<file path="src/rtl/mult_share_arbiter.sv">
// Round-robin arbiter sharing one 4-stage pipelined signed multiplier among N_REQ requesters.
// Optional output saturation and dout_sat port: define MULT_SHARE_ARBITER_SAT_EN.
module mult_share_arbiter #(
  parameter int N_REQ      = 4,
  parameter int DIN1_WIDTH = 16,
  parameter int DIN2_WIDTH = 16,
  parameter int DOUT_WIDTH = 32,
  parameter int ID_WIDTH   = 2
) (
  input  logic                             clk,
  input  logic                             rst,
  input  logic [DIN1_WIDTH*N_REQ-1:0]      req_din1,
  input  logic [DIN2_WIDTH*N_REQ-1:0]      req_din2,
  input  logic [N_REQ-1:0]                 req_valid,
  output logic [N_REQ-1:0]                 req_ready,
  output logic signed [DOUT_WIDTH-1:0]     dout,
  output logic                             dout_valid,
  output logic [ID_WIDTH-1:0]              dout_id
`ifdef MULT_SHARE_ARBITER_SAT_EN
  ,
  output logic                             dout_sat
`endif
);

  localparam int P = DIN1_WIDTH + DIN2_WIDTH;

`ifdef MULT_SHARE_ARBITER_SAT_EN
  localparam int EW = (DOUT_WIDTH > P) ? DOUT_WIDTH : P;
  localparam logic signed [EW-1:0] SAT_MAX = {{(EW-DOUT_WIDTH+1){1'b0}}, {(DOUT_WIDTH-1){1'b1}}};
  localparam logic signed [EW-1:0] SAT_MIN = {{(EW-DOUT_WIDTH+1){1'b1}}, {(DOUT_WIDTH-1){1'b0}}};
  localparam logic signed [DOUT_WIDTH-1:0] OUT_MAX = {1'b0, {(DOUT_WIDTH-1){1'b1}}};
  localparam logic signed [DOUT_WIDTH-1:0] OUT_MIN = {1'b1, {(DOUT_WIDTH-1){1'b0}}};

  function automatic logic sat_ovf(input logic signed [P-1:0] p);
    logic signed [EW-1:0] e;
    e = EW'(p);
    return (e > SAT_MAX) || (e < SAT_MIN);
  endfunction

  function automatic logic signed [DOUT_WIDTH-1:0] sat_result(input logic signed [P-1:0] p);
    logic signed [EW-1:0] e;
    e = EW'(p);
    if (e > SAT_MAX)      return OUT_MAX;
    else if (e < SAT_MIN) return OUT_MIN;
    else                  return DOUT_WIDTH'(p);
  endfunction
`else
  // Size cast sign-extends a wider output and keeps the low bits of a narrower one.
  function automatic logic signed [DOUT_WIDTH-1:0] wrap_result(input logic signed [P-1:0] p);
    return DOUT_WIDTH'(p);
  endfunction
`endif

  logic [ID_WIDTH-1:0]            rr_ptr_q, rr_ptr_d;
  logic                           grant_found, xfer;
  int                             grant_idx, idx;
  logic signed [DIN1_WIDTH-1:0]   a_p0_q, a_p0_d, a_p1_q;
  logic signed [DIN2_WIDTH-1:0]   b_p0_q, b_p0_d, b_p1_q;
  logic signed [P-1:0]            prod_p2_q;
  logic signed [DOUT_WIDTH-1:0]   res_p3_q, res_p3_d;
  logic [ID_WIDTH-1:0]            id_p0_q, id_p0_d, id_p1_q, id_p2_q, id_p3_q;
  logic                           vld_p0_q, vld_p1_q, vld_p2_q, vld_p3_q;
`ifdef MULT_SHARE_ARBITER_SAT_EN
  logic                           sat_p3_q, sat_p3_d;
`endif

  // Arbitration: first valid requester at or after rr_ptr, wrapping.
  always_comb begin
    grant_found = 1'b0;
    grant_idx   = 0;
    idx         = 0;
    for (int k = 0; k < N_REQ; k++) begin
      idx = int'(rr_ptr_q) + k;
      if (idx >= N_REQ) idx = idx - N_REQ;
      if (!grant_found && req_valid[idx]) begin
        grant_found = 1'b1;
        grant_idx   = idx;
      end
    end
  end

  always_comb begin
    xfer      = grant_found & ~rst;
    req_ready = '0;
    rr_ptr_d  = rr_ptr_q;
    a_p0_d    = '0;
    b_p0_d    = '0;
    id_p0_d   = '0;
    if (xfer) begin
      req_ready = N_REQ'(1) << grant_idx;
      rr_ptr_d  = (grant_idx == N_REQ-1) ? '0 : ID_WIDTH'(grant_idx + 1);
      a_p0_d    = $signed(req_din1[DIN1_WIDTH*grant_idx +: DIN1_WIDTH]);
      b_p0_d    = $signed(req_din2[DIN2_WIDTH*grant_idx +: DIN2_WIDTH]);
      id_p0_d   = ID_WIDTH'(grant_idx);
    end
`ifdef MULT_SHARE_ARBITER_SAT_EN
    res_p3_d = sat_result(prod_p2_q);
    sat_p3_d = vld_p2_q & sat_ovf(prod_p2_q);
`else
    res_p3_d = wrap_result(prod_p2_q);
`endif
  end

  always_ff @(posedge clk) begin
    if (rst) begin
      rr_ptr_q  <= '0;
      a_p0_q    <= '0;
      b_p0_q    <= '0;
      id_p0_q   <= '0;
      vld_p0_q  <= 1'b0;
      a_p1_q    <= '0;
      b_p1_q    <= '0;
      id_p1_q   <= '0;
      vld_p1_q  <= 1'b0;
      prod_p2_q <= '0;
      id_p2_q   <= '0;
      vld_p2_q  <= 1'b0;
      res_p3_q  <= '0;
      id_p3_q   <= '0;
      vld_p3_q  <= 1'b0;
`ifdef MULT_SHARE_ARBITER_SAT_EN
      sat_p3_q  <= 1'b0;
`endif
    end else begin
      rr_ptr_q  <= rr_ptr_d;
      // p0: operand capture from the granted requester
      a_p0_q    <= a_p0_d;
      b_p0_q    <= b_p0_d;
      id_p0_q   <= id_p0_d;
      vld_p0_q  <= xfer;
      // p1: second input register
      a_p1_q    <= a_p0_q;
      b_p1_q    <= b_p0_q;
      id_p1_q   <= id_p0_q;
      vld_p1_q  <= vld_p0_q;
      // p2: full-width signed product
      prod_p2_q <= P'(a_p1_q) * P'(b_p1_q);
      id_p2_q   <= id_p1_q;
      vld_p2_q  <= vld_p1_q;
      // p3: output register after width fitting
      res_p3_q  <= res_p3_d;
      id_p3_q   <= id_p2_q;
      vld_p3_q  <= vld_p2_q;
`ifdef MULT_SHARE_ARBITER_SAT_EN
      sat_p3_q  <= sat_p3_d;
`endif
    end
  end

  assign dout       = res_p3_q;
  assign dout_valid = vld_p3_q;
  assign dout_id    = id_p3_q;
`ifdef MULT_SHARE_ARBITER_SAT_EN
  assign dout_sat   = sat_p3_q;
`endif

endmodule

</file>
<file path="config.mk">
export PLATFORM = sky130hd
export DESIGN_NAME = mult_share_arbiter
export DESIGN_NICKNAME = d
export VERILOG_FILES = /design/src/rtl/mult_share_arbiter.sv
export SDC_FILE = /design/constraint.sdc
export NUM_CORES = 1
export LEC_CHECK = 0
export BUFFER_PORTS_ARGS = -buffer_cell sky130_fd_sc_hd__buf_2
export CAP_MARGIN = 20
export CORE_MARGIN = 2
export CORE_UTILIZATION = 35
export DETAILED_ROUTE_END_ITERATION = 8
export PLACE_DENSITY_LB_ADDON = 0.12
export REMOVE_ABC_BUFFERS = 1
export SLEW_MARGIN = 20
export SYNTH_ARGS = -nofsm -noshare
export SYNTH_HDL_FRONTEND = slang
export SYNTH_SLANG_ARGS = --single-unit
</file>
<file path="constraint.sdc">
create_clock -name clk -period 6.3 [get_ports clk]
set_input_delay 0 -clock clk [delete_from_list [all_inputs] [get_ports clk]]
set_output_delay 0 -clock clk [all_outputs]
set_load 0.05 [all_outputs]
</file>
# --- Yosys cells after proc, flatten, opt, wreduce, memory -nomap -nowiden ---
# Index checks and enable logic that the tools add are counted.
op_classes:
  addsub: 8
  multipliers: 1
  magnitude_cmp: 8
  n_eq_ne: 1
  n_shift: 3
  mux: 26
  bitwise: 3
  reduce_logical: 7
op_table:
  columns: ["op", "n"]
  rows:
  - ["32-bit two-way mux", 8]
  - ["32-bit by 4-bit less-than comparator with 1-bit output, second input constant", 4]
  - ["64-bit by 32-bit variable part select with 16-bit output", 2]
  - ["32-bit by 3-bit == test with 1-bit output, second input constant", 1]
  - ["16-bit by 16-bit multiplier with 32-bit output", 1]
  - ["1-bit by 32-bit left shift with 4-bit output, first input constant", 1]
  - ["1-bit two-way mux", 12]
  - ["3-bit by 3-bit subtractor with 4-bit output, second input constant", 3]
  - ["3-bit >= comparator, second input constant", 3]
  - ["1-bit binary-select mux with 2-bit select", 4]
  - ["2-bit by 2-bit adder with 3-bit output, second input constant", 2]
  - ["4-bit two-way mux", 1]
  - ["2-bit by 3-bit subtractor with 4-bit output, second input constant", 1]
  - ["2-bit by 1-bit adder with 3-bit output, second input constant", 1]
  - ["2-bit by 3-bit >= comparator with 1-bit output, second input constant", 1]
  - ["1-bit logical AND", 3]
  - ["1-bit zero test", 3]
  - ["2-bit adder, second input constant", 1]
  - ["2-bit two-way mux", 1]
  - ["1-bit NOT", 2]
  - ["2-bit OR reduction", 1]
  - ["1-bit bitwise AND", 1]
totals:
  ff_bits: 142
  input_bits: 134
  output_inout_bits: 39
  elab_cells: 72

# --- Longest topological paths before layout ---
depth:
  depth_word: 18
  depth_mapped: 22
  depth_no_buf: 21

# --- Worst setup path after synthesis ---
# No wires, ideal clock.
synth_path:
  path_type: "reg2reg"
  startpoint: "reg b_p1_q[7]"
  endpoint: "reg prod_p2_q[30]"
  setup_ns: 0.123
  arrival_ns: 5.826
  required_ns: 6.177
  path_slack_ns: 0.351
  stages_incl_launch_ff: 23
  n_path_buf: 1
  synth_period_minus_slack_ns: 5.949
  cell_sequence: "dfxtp_1 -> clkbuf_1 -> nand2_1 -> fa_1 -> inv_1 -> fa_1 -> inv_1 -> fa_1 -> inv_1 -> fa_1 -> fa_1 -> inv_1 -> fa_1 -> inv_1 -> ha_1 -> and4_4 -> nand2_1 -> or4b_4 -> nand2_2 -> a21oi_2 -> a21oi_2 -> a31oi_1 -> mux2_1"
synth_between:
  elab_chain_len: 1
synth_lines:
  columns: ["item", "line_no", "rtl"]
  rows:
  - ["start: declaration", "58", "logic signed [DIN2_WIDTH-1:0] b_p0_q, b_p0_d, b_p1_q;"]
  - ["start signal: assignment", "133", "b_p1_q <= b_p0_q;"]
  - ["16-bit by 16-bit multiplier with 32-bit output", "137", "prod_p2_q <= P'(a_p1_q) * P'(b_p1_q);"]
  - ["end signal: assignment", "137", null]
  - ["end: declaration", "59", "logic signed [P-1:0] prod_p2_q;"]
# No other way between the ends.
# A chain may end at the register's enable or synchronous reset.

# --- Worst setup path after layout ---
layout_path:
  startpoint: "reg a_p1_q[7]"
  endpoint: "reg prod_p2_q[28]"
layout_between:
  elab_chain_len: 1
layout_lines:
  columns: ["item", "line_no", "rtl"]
  rows:
  - ["start: declaration", "57", "logic signed [DIN1_WIDTH-1:0] a_p0_q, a_p0_d, a_p1_q;"]
  - ["start signal: assignment", "132", "a_p1_q <= a_p0_q;"]
  - ["16-bit by 16-bit multiplier with 32-bit output", "137", null]
# No other way between the ends.

==> results.md <==
* Share of cells above drive strength 1 at 17.0%
* Commonest non-fill, non-tap cell in the layout: inv_1
* Status: complete, no violations
* Commonest non-fill, non-tap cells in the layout: inv_1 (306), fa_1 (262), buf_2 (171), nand2_1 (142), dfxtp_1 (124)
* HP Start: rst
* Worst setup SP type: flop
* Max Cap Violations at 0
* Starting DRT DRC Count at 362
* Slowest stage delay, CP at 0.60 ns
* Initial antenna violation count at 0
* Top_reg_cell synth: dfxtp_1
* IO Pins at 173
* Setup TNS at 0 ns
* Root buffer cell: clkbuf_16
* Core area at 41900 um2
* Seq cells post-synth at 142
* Top cell type's share of synthesized area at 35.2%
* Largest area contributor in the netlist: fa_1
* Die Y-Extent at 210 um
* Wire per inst at 15.3 um
* CTS tree: yes
* Synth Instances at 1567
* GRT Residual Overflow at 0
* CP max FO at 8
* Die extent in x at 210 um
* Number of stages on the worst hold path at 2
* First-pass GRT wire length at 61400 um
* Non-filler cells, final at 2399
* Vias in the first global route at 11.9k
* Fmax achieved at 0.164 GHz
* Crit-path slowest cell: fa_1
* FILL cells at 4151
* Worst r2r src: a_p1_q[7]
* Worst-Skew Late Latency at 0.46 ns
* Initial core utilization at 35.5%
* DRC at 0
* Synth Cell Area at 14900 um2
* Tot GR Track Use at 17.7%
* Buf+Inv Stages, Crit Path at 5
* Via Count at 11.0k
* Clk_skew at 0.0154 ns
* CP endpoint kind: flop
* Ant diodes at 0
* Cell Rows at 75
* Final hold vios at 0
* Post-DRT Antenna Nets at 0
* Port bufs at 172
* Critical path class: flop to flop
* Slew @ Worst Pin at 0.796 ns
* Worst-path clk slew at 0.07 ns
* CP cell instances: buf_4, nand2_1, fa_1, inv_1, fa_1, fa_1, fa_1, fa_1, inv_1, fa_1, inv_1, ha_1, a2111oi_1, o21ai_0, a22oi_1, buf_4, nand2_2, a21oi_4, a21oi_4, a31oi_1, mux2_1
* Setup violations, final at 0
* Gpl congestion at 0.840
* Pin count of the biggest net entering global routing at 69
* Maximum clock path buffer count at 2
* Final period utilization at 96.7%
* P&R area growth vs syn at 22.5%
* Fin. max-slew vios at 0
* Register area share after synthesis at 19.1%
* Final Core Density at 43.5%
* Ys Warns at 0
* Leak at 9.01 nW
* Average cell area after synthesis at 9.51 um2
* # clock sinks at 142
* Hold Path Sink: a_p1_q[10]
* Number of synthesized flops with an enable pin at 0
* Inst Count DP at 2275
* Synth cell types at 66
* CP delay by family, top: adder cells
* Crit path arrival time at 6.44 ns
* Cell Pwr Density at 332 nW/um2
* Worst hold-check path type: input port to flop
* Worst path required time at 6.64 ns
* Top cells by area, synth: fa_1 (35%), dfxtp_1 (19%), inv_1 (7.7%)
* Post-synth ARST share at 0%
* Worst r2r dst: prod_p2_q[28]
* Reg2reg path depth at 21
* H-tree levels at 4
* Final Critical Period at 6.09 ns
* Detailed Place HPWL at 29300 um
* Flop2flop setup slack at 0.21 ns
* Maximum vdd drop at 0.214 mV
* Worst Hold Slack at 0.0379 ns
* Final WS setup at 0.206 ns
* Die ar. at 44300 um2
* Crit path top cell by count: fa_1
* Dpl ws at 0.0673 ns
* DRT Pass-1 Iters at 4
* Routed WL at 36600 um
* Detail-routed via count per cell at 4.59
* Fin nets at 2331
* Slew Limit Headroom at 46.9%
* CTS buffer count at 17
logic make-up after synthesis:
family	Yosys count	share of synthesized area, %
xor+xnor	28	1.65
buf+inv	378	9.89
mux	41	2.80
fa+ha+maj	350	42.6
compound gates	154	7.27
simple gates	474	16.7
flops	142	19.1
area by class of cell:
| cell class | instances | area [um2] | area share [%] |
|---|---|---|---|
| timing repair buffer | 332 | 2320 | 12.7 |
| clock inverter | 15 | 195 | 1.07 |
| inverter | 307 | 1150 | 6.32 |
| tap | 539 | 674 | 3.69 |
| multi-input combinational | 1047 | 10600 | 58.2 |
| sequential | 142 | 2870 | 15.7 |
| clock buffer | 17 | 425 | 2.33 |
worst max-delay path by stage:
stage,from,endpoint,slack (ns),cells after the start
after global routing,a_p1_q[7],prod_p2_q[30],-0.09,21
after floorplan,b_p1_q[7],prod_p2_q[30],0.48,21
after global placement,b_p1_q[10],prod_p2_q[28],0.17,21
after detailed placement,a_p1_q[12],prod_p2_q[30],0.07,20
final,a_p1_q[7],prod_p2_q[28],0.21,21
after CTS,a_p1_q[12],prod_p2_q[30],0.04,20
state kept, by name (all words and copies together), names as in the netlist:
name	flops
dout	32
prod_p2_q	32
a_p0_q	16
a_p1_q	16
b_p0_q	16
b_p1_q	16
dout_id	2
id_p0_q	2
id_p1_q	2
id_p2_q	2
rr_ptr_q	2
dout_valid	1
vld_p0_q	1
vld_p1_q	1
vld_p2_q	1
report_power, final:
part	internal, mW	switching, mW
clock	0.574	0.495
combinational	1.65	2.01
sequential	1.16	0.184
total	3.38	2.69
Yosys cell counts, types with 2 or more instances:
master,n
a211o_1,2
a211oi_1,69
a21o_1,10
a21oi_1,25
a21oi_2,2
a221o_1,3
a31oi_1,5
and2_0,31
and2_1,114
and3_1,6
and3_2,2
buf_1,2
buf_2,11
buf_6,4
clkbuf_1,51
dfxtp_1,142
fa_1,262
ha_1,88
inv_1,306
mux2_1,2
mux2_2,4
mux2i_1,35
nand2_1,142
nand2b_1,11
nand3_1,6
nor2_1,46
nor2b_1,85
nor3_1,13
nor4_1,3
o2111ai_1,2
o211ai_1,2
o21a_1,2
o21ai_0,16
o41ai_1,2
or2_2,3
or3_1,2
xnor2_1,20
xor2_1,8
per-stage QoR:
step                      power (mW)  cell area [um2]
after floorplan                 3.69            14600
after CTS                       6.14            18200
after detailed placement        4.79            16700
final                           6.07            18300
after global routing            6.67            18300
after global placement          4.75            16700
what timing repair did:
| action | 4_1_cts | 5_1_grt |
|---|---|---|
| endpoints found under the hold margin | 32 | 0 |
| endpoints found under the setup margin | 0 | 7 |
| hold buffers | 92 | 0 |
| resized for setup | 0 | 25 |
| setup buffers | 0 | 0 |
layer usage:
layer  wire (um)  vias up  track usage [%]  part of all wire (%)
met5           0        -                0                     0
met4         475        0             4.23                   1.3
met3        1320       30             2.99                   3.6
met2       17000      182             29.6                    46
met1       17800     5430             24.0                    49
li1            -     5358                -                     -
Note: power is estimated with default switching activity, not from simulation.
